<file path="src/rtl/mio_pkg.sv">
// Shared types and constants for the memory/IO bus slave.
package mio_pkg;

   typedef enum logic [1:0] {IDLE, ACCESS, DONE} state_e;
   typedef enum logic [1:0] {T_RAM, T_IO, T_NONE} target_e;

   localparam logic [3:0]  OFF_GPIO        = 4'h0;
   localparam logic [3:0]  OFF_CNT         = 4'h4;
   localparam logic [31:0] IO_BASE_DEFAULT = 32'hF000_0000;

endpackage

</file>
<file path="src/rtl/mio_io_regs.sv">
// IO page registers: GPIO output latch, free-running cycle counter and read mux.
module mio_io_regs
   import mio_pkg::*;
(
   input  logic        clk,
   input  logic        reset,
   input  logic        we,
   input  logic [3:0]  offset,
   input  logic [31:0] wdata,
   input  logic [15:0] switch_in,
   output logic [15:0] led_out,
   output logic [31:0] rdata
);

   logic [15:0] led_q, led_d;
   logic [31:0] cnt_q, cnt_d;

   // A CPU write to the counter wins over the increment in the same cycle.
   always_comb begin
      led_d = led_q;
      cnt_d = cnt_q + 32'd1;
      if (we && (offset == OFF_GPIO)) led_d = wdata[15:0];
      if (we && (offset == OFF_CNT))  cnt_d = wdata;
   end

   always_ff @(posedge clk) begin
      if (reset) begin
         led_q <= '0;
         cnt_q <= '0;
      end else begin
         led_q <= led_d;
         cnt_q <= cnt_d;
      end
   end

   always_comb begin
      rdata = '0;
      case (offset)
         OFF_GPIO: rdata = {16'h0000, switch_in};
         OFF_CNT:  rdata = cnt_q;
         default:  rdata = '0;
      endcase
   end

   assign led_out = led_q;

endmodule

</file>
<file path="src/rtl/mio_bus.sv">
// Memory/IO bus slave for the multicycle CPU: decodes requests to RAM, IO
// registers or unmapped space and returns registered read data plus a ready pulse.
module mio_bus
   import mio_pkg::*;
#(
   parameter int unsigned RAM_AW   = 10,
   parameter int unsigned RAM_WAIT = 0,
   parameter logic [31:0] IO_BASE  = IO_BASE_DEFAULT
) (
   input  logic              clk,
   input  logic              reset,
   input  logic              MemRead,
   input  logic              MemWrite,
   input  logic              CPU_MIO,
   input  logic [31:0]       Addr_out,
   input  logic [31:0]       Data_out,
   output logic [31:0]       Data_in,
   output logic              MIO_ready,
   output logic [RAM_AW-1:0] ram_addr,
   output logic [31:0]       ram_din,
   output logic              ram_we,
   input  logic [31:0]       ram_dout,
   input  logic [15:0]       switch_in,
   output logic [15:0]       led_out,
   output logic              bus_err
);

   state_e      state_q, state_d;
   logic [3:0]  wcnt_q, wcnt_d;
   logic [31:0] data_in_q, data_in_d;
   logic        ready_q, ready_d;
   logic        err_q, err_d;

   target_e     target;
   logic        req, rd_ok, wr_ok, illegal, io_mapped, final_cyc, io_we;
   logic [3:0]  offset;
   logic [31:0] io_rdata;

   assign req       = CPU_MIO & (MemRead | MemWrite);
   assign rd_ok     = CPU_MIO & MemRead & ~MemWrite;
   assign wr_ok     = CPU_MIO & MemWrite & ~MemRead;
   assign illegal   = CPU_MIO & MemRead & MemWrite;
   assign offset    = Addr_out[3:0] & 4'hC;
   assign io_mapped = (offset == OFF_GPIO) || (offset == OFF_CNT);

   always_comb begin
      target = T_NONE;
      if (Addr_out[31:RAM_AW+2] == '0)           target = T_RAM;
      else if (Addr_out[31:4] == IO_BASE[31:4])  target = T_IO;
   end

   assign final_cyc = (state_q == ACCESS) && (wcnt_q == '0);
   assign ram_we    = final_cyc && wr_ok && (target == T_RAM);
   assign io_we     = final_cyc && wr_ok && (target == T_IO);
   assign ram_addr  = Addr_out[RAM_AW+1:2];
   assign ram_din   = Data_out;

   mio_io_regs u_io_regs (
      .clk       (clk),
      .reset     (reset),
      .we        (io_we),
      .offset    (offset),
      .wdata     (Data_out),
      .switch_in (switch_in),
      .led_out   (led_out),
      .rdata     (io_rdata)
   );

   // Writes leave Data_in untouched; reads and illegal requests capture into it.
   always_comb begin
      state_d   = state_q;
      wcnt_d    = wcnt_q;
      data_in_d = data_in_q;
      ready_d   = 1'b0;
      err_d     = err_q;
      case (state_q)
         IDLE: begin
            if (req) begin
               state_d = ACCESS;
               wcnt_d  = (target == T_RAM) ? 4'(RAM_WAIT) : '0;
            end
         end
         ACCESS: begin
            if (wcnt_q != '0) begin
               wcnt_d = wcnt_q - 4'd1;
            end else begin
               state_d = DONE;
               ready_d = 1'b1;
               if (illegal) begin
                  data_in_d = '0;
                  err_d     = 1'b1;
               end else if (rd_ok) begin
                  case (target)
                     T_RAM:   data_in_d = ram_dout;
                     T_IO:    data_in_d = io_rdata;
                     default: data_in_d = '0;
                  endcase
               end
               if ((rd_ok || wr_ok) &&
                   ((target == T_NONE) || ((target == T_IO) && !io_mapped)))
                  err_d = 1'b1;
            end
         end
         DONE:    state_d = IDLE;
         default: state_d = IDLE;
      endcase
   end

   always_ff @(posedge clk) begin
      if (reset) begin
         state_q   <= IDLE;
         wcnt_q    <= '0;
         data_in_q <= '0;
         ready_q   <= 1'b0;
         err_q     <= 1'b0;
      end else begin
         state_q   <= state_d;
         wcnt_q    <= wcnt_d;
         data_in_q <= data_in_d;
         ready_q   <= ready_d;
         err_q     <= err_d;
      end
   end

   assign Data_in   = data_in_q;
   assign MIO_ready = ready_q;
   assign bus_err   = err_q;

endmodule
</file>
<file path="config.mk">
export PLATFORM = sky130hd
export DESIGN_NAME = mio_bus
export DESIGN_NICKNAME = d
export VERILOG_FILES = /design/src/rtl/mio_pkg.sv /design/src/rtl/mio_io_regs.sv /design/src/rtl/mio_bus.sv
export SDC_FILE = /design/constraint.sdc
export NUM_CORES = 1
export LEC_CHECK = 0
export BUFFER_PORTS_ARGS = -buffer_cell sky130_fd_sc_hd__buf_2
export CAP_MARGIN = 40
export CELL_PAD_IN_SITES_DETAIL_PLACEMENT = 1
export CELL_PAD_IN_SITES_GLOBAL_PLACEMENT = 2
export CORE_MARGIN = 2
export CORE_UTILIZATION = 23
export CTS_CLUSTER_SIZE = 10
export DETAILED_ROUTE_END_ITERATION = 7
export GPL_ROUTABILITY_DRIVEN = 0
export GPL_TIMING_DRIVEN = 0
export HOLD_SLACK_MARGIN = 0.12
export PLACE_DENSITY = 0.71
export SYNTH_ARGS = -nofsm -noshare
export SYNTH_HDL_FRONTEND = slang
export SYNTH_SLANG_ARGS = --single-unit
</file>
<file path="constraint.sdc">
create_clock -name clk -period 2.2 [get_ports clk]
set_input_delay 0 -clock clk [delete_from_list [all_inputs] [get_ports clk]]
set_output_delay 0 -clock clk [all_outputs]
set_load 0.1 [all_outputs]
</file>
Yosys cells after proc, flatten, opt, wreduce, memory -nomap -nowiden
Cells that the tools add are included.
- add/subtract/negate cells: 2
- shift-type cells: 0
- divide/modulo/power cells: 0
- bitwise gates (word level): 11
- multipliers: 0
- reductions and logical operators: 26
- order comparisons: 0
- mux-type cells: 16
- equal/unequal tests: 8
- operator list (kind ; number):
    $pmux W32 S2 ; 2
    $mux W32 ; 3
    $add A32 B1 Y32 const B ; 1
    $eq A28 B28 Y1 const B ; 1
    $logic_not A20 Y1 ; 1
    $reduce_and A3 Y1 ; 3
    $logic_and A1 B1 Y1 ; 8
    $logic_not A4 Y1 ; 2
    $mux W2 ; 4
    $mux W4 ; 2
    $pmux W4 S2 ; 1
    $and A1 B1 Y1 ; 6
    $eq A2 B1 Y1 const B ; 3
    $reduce_bool A2 Y1 ; 3
    $logic_not A2 Y1 ; 2
    $ne A2 B2 Y1 const B ; 2
    $not A1 Y1 ; 4
    $pmux W2 S2 ; 1
    $reduce_bool A4 Y1 ; 1
    $sub A4 B1 Y4 const B ; 1
    $logic_or A1 B1 Y1 ; 3
    $mux W1 ; 3
    $eq A2 B2 Y1 const B ; 1
    $ne A2 B1 Y1 const B ; 1
    other kinds (4) ; 4
- memories: 0
- bits in latches: 0
- bits in writable memories: 0
- ROM bits: 0
- word-level logic and storage cells: 70
- flip-flop bits (word level): 88
- input port bits: 117
- output and inout bits: 93

Logic depth before layout (Yosys ltp)
- word-level depth: 9
- gate-level depth with buffers: 9
- gate-level depth less buffers: 7

Hierarchy
From an unflattened synthesis, not the netlist that was laid out.
- cell total of the unflattened synthesis: 536
- area total of the unflattened synthesis: 4717.0 µm²
- by module, submodules not included (module ; cells an instance ; sequential area each (µm²) ; instances ; area an instance (µm²)):
    mio_io_regs ; 319 ; 960.9 ; 1 ; 2556.2
    mio_bus ; 217 ; 800.8 ; 1 ; 2160.8

Worst setup path after synthesis
Ideal clock, no wire load.
- kind: register -> output
- start: register wcnt_q[0]
- end: output port ram_we
- path slack: -0.876 ns
- arrival time: 3.076 ns
- buffers on the path: 0
- required time: 2.200 ns
- cell stages (with the launch flop): 6
- cells stage by stage: dfxtp_1 > inv_1 > ha_1 > nor3b_2 > nand4b_2 > nor3_1
- longest elaborated chain between the ends: 4
- RTL lines (element ; line ; source):
    start: declaration ; mio_bus.sv:29 ; logic [3:0] wcnt_q, wcnt_d;
    start signal: assignment ; mio_bus.sv:118 ; wcnt_q <= wcnt_d;
    $logic_not A4 Y1 ; mio_bus.sv:52 ; assign final_cyc = (state_q == ACCESS) && (wcnt_q == '0);
    $logic_and A1 B1 Y1 ; mio_bus.sv:52 ;
    $logic_and A1 B1 Y1 (2 in series) ; mio_bus.sv:53 ; assign ram_we = final_cyc && wr_ok && (target == T_RAM);
    end: declaration ; mio_bus.sv:21 ; output logic ram_we,
Every way passes these cells.

Worst setup path after layout
- start: register wcnt_q[0]
- end: register u_io_regs.cnt_q[21]
- longest elaborated chain between the ends: 6
- RTL lines (element ; line ; source):
    $logic_not A4 Y1 ; mio_bus.sv:52 ;
    $logic_and A1 B1 Y1 ; mio_bus.sv:52 ;
    $logic_and A1 B1 Y1 (2 in series) ; mio_bus.sv:54 ; assign io_we = final_cyc && wr_ok && (target == T_IO);
    $logic_and A1 B1 Y1 ; mio_io_regs.sv:23 ; if (we && (offset == OFF_CNT)) cnt_d = wdata;
    $mux W32 ; mio_io_regs.sv:23 ;
    end signal: assignment ; mio_io_regs.sv:32 ; cnt_q <= cnt_d;
    end: declaration ; mio_io_regs.sv:16 ; logic [31:0] cnt_q, cnt_d;
Every way passes these cells.
A chain may end at the register's enable or synchronous reset.

==> impl_metrics.ini <==
[run_status]
run_status = complete, no violations

[final_layout]
fin_cells = 1125
most_frequent_standard_cell_in_the_layout_excluding_fill_and_tap_cells = buf_2
finish.net_count = 969
area_growth_syn_to_layout_pct = 52.9
drive_above_1_share_pct = 38.4
finalInstanceArea_um2 = 7130
layout_common_cells = buf_2, dfxtp_1, dlygate4sd3_1
core_occupancy_in_the_finished_layout_pct = 35.6

[placed_design]
detailedPlacementHpwl_um = 14600
place_ws_ns = -0.222
place.detailed.instances = 1032
place_area_um2 = 6050
io_buffer_count = 206

[worst_setup_path]
worstRegToRegCells = 9
crit-reg2reg-capture = u_io_regs.cnt_q[21]
timing.critical_path.to_type = flip-flop
worst_ep_required_time_ns = 2.40
worst_ep_arrival_time_ns = 2.27
r2r_slack_ns = 0.13
crit_start_category = flip-flop
timing.setup.critical_path_class = flip-flop to flip-flop
reg2reg_from = wcnt_q[0]
critical_path_peak_fanout = 10

[timing]
period_needed_ns = 2.07
worst-slew-pin-transition_ns = 0.742
timing.final.setup_violations = 0
postLayoutSetupSlackWorst_ns = 0.127
relSlewSlack_pct = 50.5
timing_hold_violations_final = 0
final-max-slew-violation-count = 0
setup_total_negative_slack_ns = 0
worst_clock_skew_ns = 0.0102
hold_slack_ns = 0.117
min_period_over_period_pct = 94.2
grt_setup_unrepaired = no
max_freq_mhz = 482

[cts]
number_of_clock_buffers_inserted_by_tritoncts = 9
max_root_sink_buffers = 2
cts.sinks = 88
cts-htree-levels = 3
clock_tree.root_cell = clkbuf_16
worst_skew_pair_later_pin_latency_ns = 0.35
clock_tree_from_tritoncts = done
path_clk_slew_ns = 0.06

[grt]
grt.overflow.total = 0
grt_util_all_layers_pct = 17.3
use_met3_pct = 3.06
globalRouteMet1Util_pct = 21.3
antenna_found_initial = 1
via_count_of_the_first_global_routing_pass = 5462
global_route.peak_usage_layer = met2
met2_usage_pct = 30.7
grt_first_pass_wirelength_um = 29400
grt_max_degree = 15

[yosys]
async_set_or_reset_register_ratio_after_synthesis_pct = 0
yosys_warnings = 0
synthesis.area_um2 = 4660
synth_enable_flop_cells = 0
dominantRegCellSynth = dfxtp_1
ys_ff_latch = 88
synthDistinctLibCells = 48
avgSynthCellArea_um2 = 8.40
seq_area_frac_synth_pct = 37.8
synthesis.nets = 675
postSynthCellCount = 555

[worst_hold_path]
worst_hold_startpoint = switch_in[12]
hp-class = input pin to flip-flop
min_delay_worst_endpoint = Data_in[12]
timing.hold.worst_path_depth = 5

[die]
die_w_um = 146
die_y_um = 146
top_level_ports = 210
core.rowCount = 52
dieArea_um2 = 21400
core_region_area_um2 = 20000
floorplan.initialDensity_pct = 23.3

[drt]
vias_per_cell = 4.46
avgRoutedWirePerCell_um = 16.7
routed-via-count = 5014
post-route-drc-count = 0
drt_pass1_iterations = 4
routed_wirelength_um = 18800
drt_first_iter_violations = 164
route.antenna.remaining_nets = 0

[power_and_ir_drop]
worst_vdd_drop_uv = 311
static-leakage-power_nw = 3.07
cellPowerDensity_nw_per_um2 = 570
total_power_mw = 4.07

[job]
max_cap_viol_count = 0
area by class of cell:
cell class | instances | area (um^2)
Tap cell | 270 | 338
Buffer | 74 | 495
Clock inverter | 4 | 53.8
Timing Repair Buffer | 285 | 1800
Inverter | 7 | 26.3
Fill cell | 2450 | 12900
Sequential cell | 88 | 1760
Clock buffer | 12 | 236
Multi-Input combinational cell | 384 | 2410
Antenna cell | 1 | 2.50
what timing repair did:
action	in CTS	in global routing
setup endpoints to repair	47	72
hold endpoints to repair	80	0
gates resized for setup	6	18
setup buffers	2	5
pin swaps	2	4
hold buffers	71	0
kinds of logic after synthesis:
kind of cell,after synthesis,synth area share [%]
AOI/OAI and AO/OA,126,17.7
xor gates and xnor gates,28,5.26
adders and majority gates,3,0.805
buffers and inverters,83,11.1
DFF,88,37.8
muxes,17,3.65
and+or+nand+nor,210,23.6
power by group:
part           internal [mW]  switching (mW)
clock network          0.887           0.668
registers               1.61          0.0248
logic                  0.310           0.564
total                   2.81            1.26
registers in the layout, indices dropped and copies added, names as in the netlist:
signal / count
bus_err: 1
u_io_regs.led_out: 16
state_q: 2
wcnt_q: 4
MIO_ready: 1
Data_in: 32
u_io_regs.cnt_q: 32
how the worst max path moves through the flow:
stage	from	endpoint	slack, ns	cells after the start
2_1_floorplan	wcnt_q[0]	u_io_regs.led_out[15]	0.11	9
3_3_place_gp	wcnt_q[0]	u_io_regs.led_out[14]	-0.19	9
3_5_place_dp	wcnt_q[0]	u_io_regs.led_out[11]	-0.22	9
4_1_cts	wcnt_q[0]	u_io_regs.led_out[11]	0.002	9
5_1_grt	wcnt_q[0]	u_io_regs.cnt_q[12]	0.009	9
6_report	wcnt_q[0]	u_io_regs.cnt_q[21]	0.13	9
per-layer routing:
layer | vias to the layer above | share of wire, %
li1 | 2488 | -
met1 | 2357 | 44
met2 | 147 | 49
met3 | 22 | 4.9
met4 | 0 | 2.0
met5 | - | 0
worst max-delay path: stages (launching register included):
cell       delay [ns]
dfxtp_1          0.34
inv_1            0.09
ha_2             0.19
nor3b_4          0.26
nand4b_4         0.17
nand4bb_1        0.23
buf_2            0.20
buf_2            0.21
nor2_1           0.17
a211oi_1         0.07
synth_stat cells (3+ instances only):
library cell	number	area, um^2
xnor2_1	7	61.3
a21oi_1	26	130
clkbuf_1	21	78.8
nand3_1	13	65.1
a21oi_2	10	87.6
nor2_1	64	240
nor3_1	5	25.0
and4_1	4	35.0
nand2_2	10	62.6
dfxtp_1	88	1760
mux2i_1	17	170
o21ai_0	15	75.1
nor4_1	3	18.8
a22oi_1	18	135
xor2_1	21	184
o21ai_2	5	43.8
and3_1	10	62.6
ha_1	3	37.5
nand2_1	65	244
inv_1	7	26.3
nand4_1	12	75.1
buf_2	7	35.0
buf_6	4	45.0
a211oi_1	31	233
o21ai_1	15	75.1
nor4_2	4	50.1
buf_4	42	315
(Power assumes the default switching activity.)
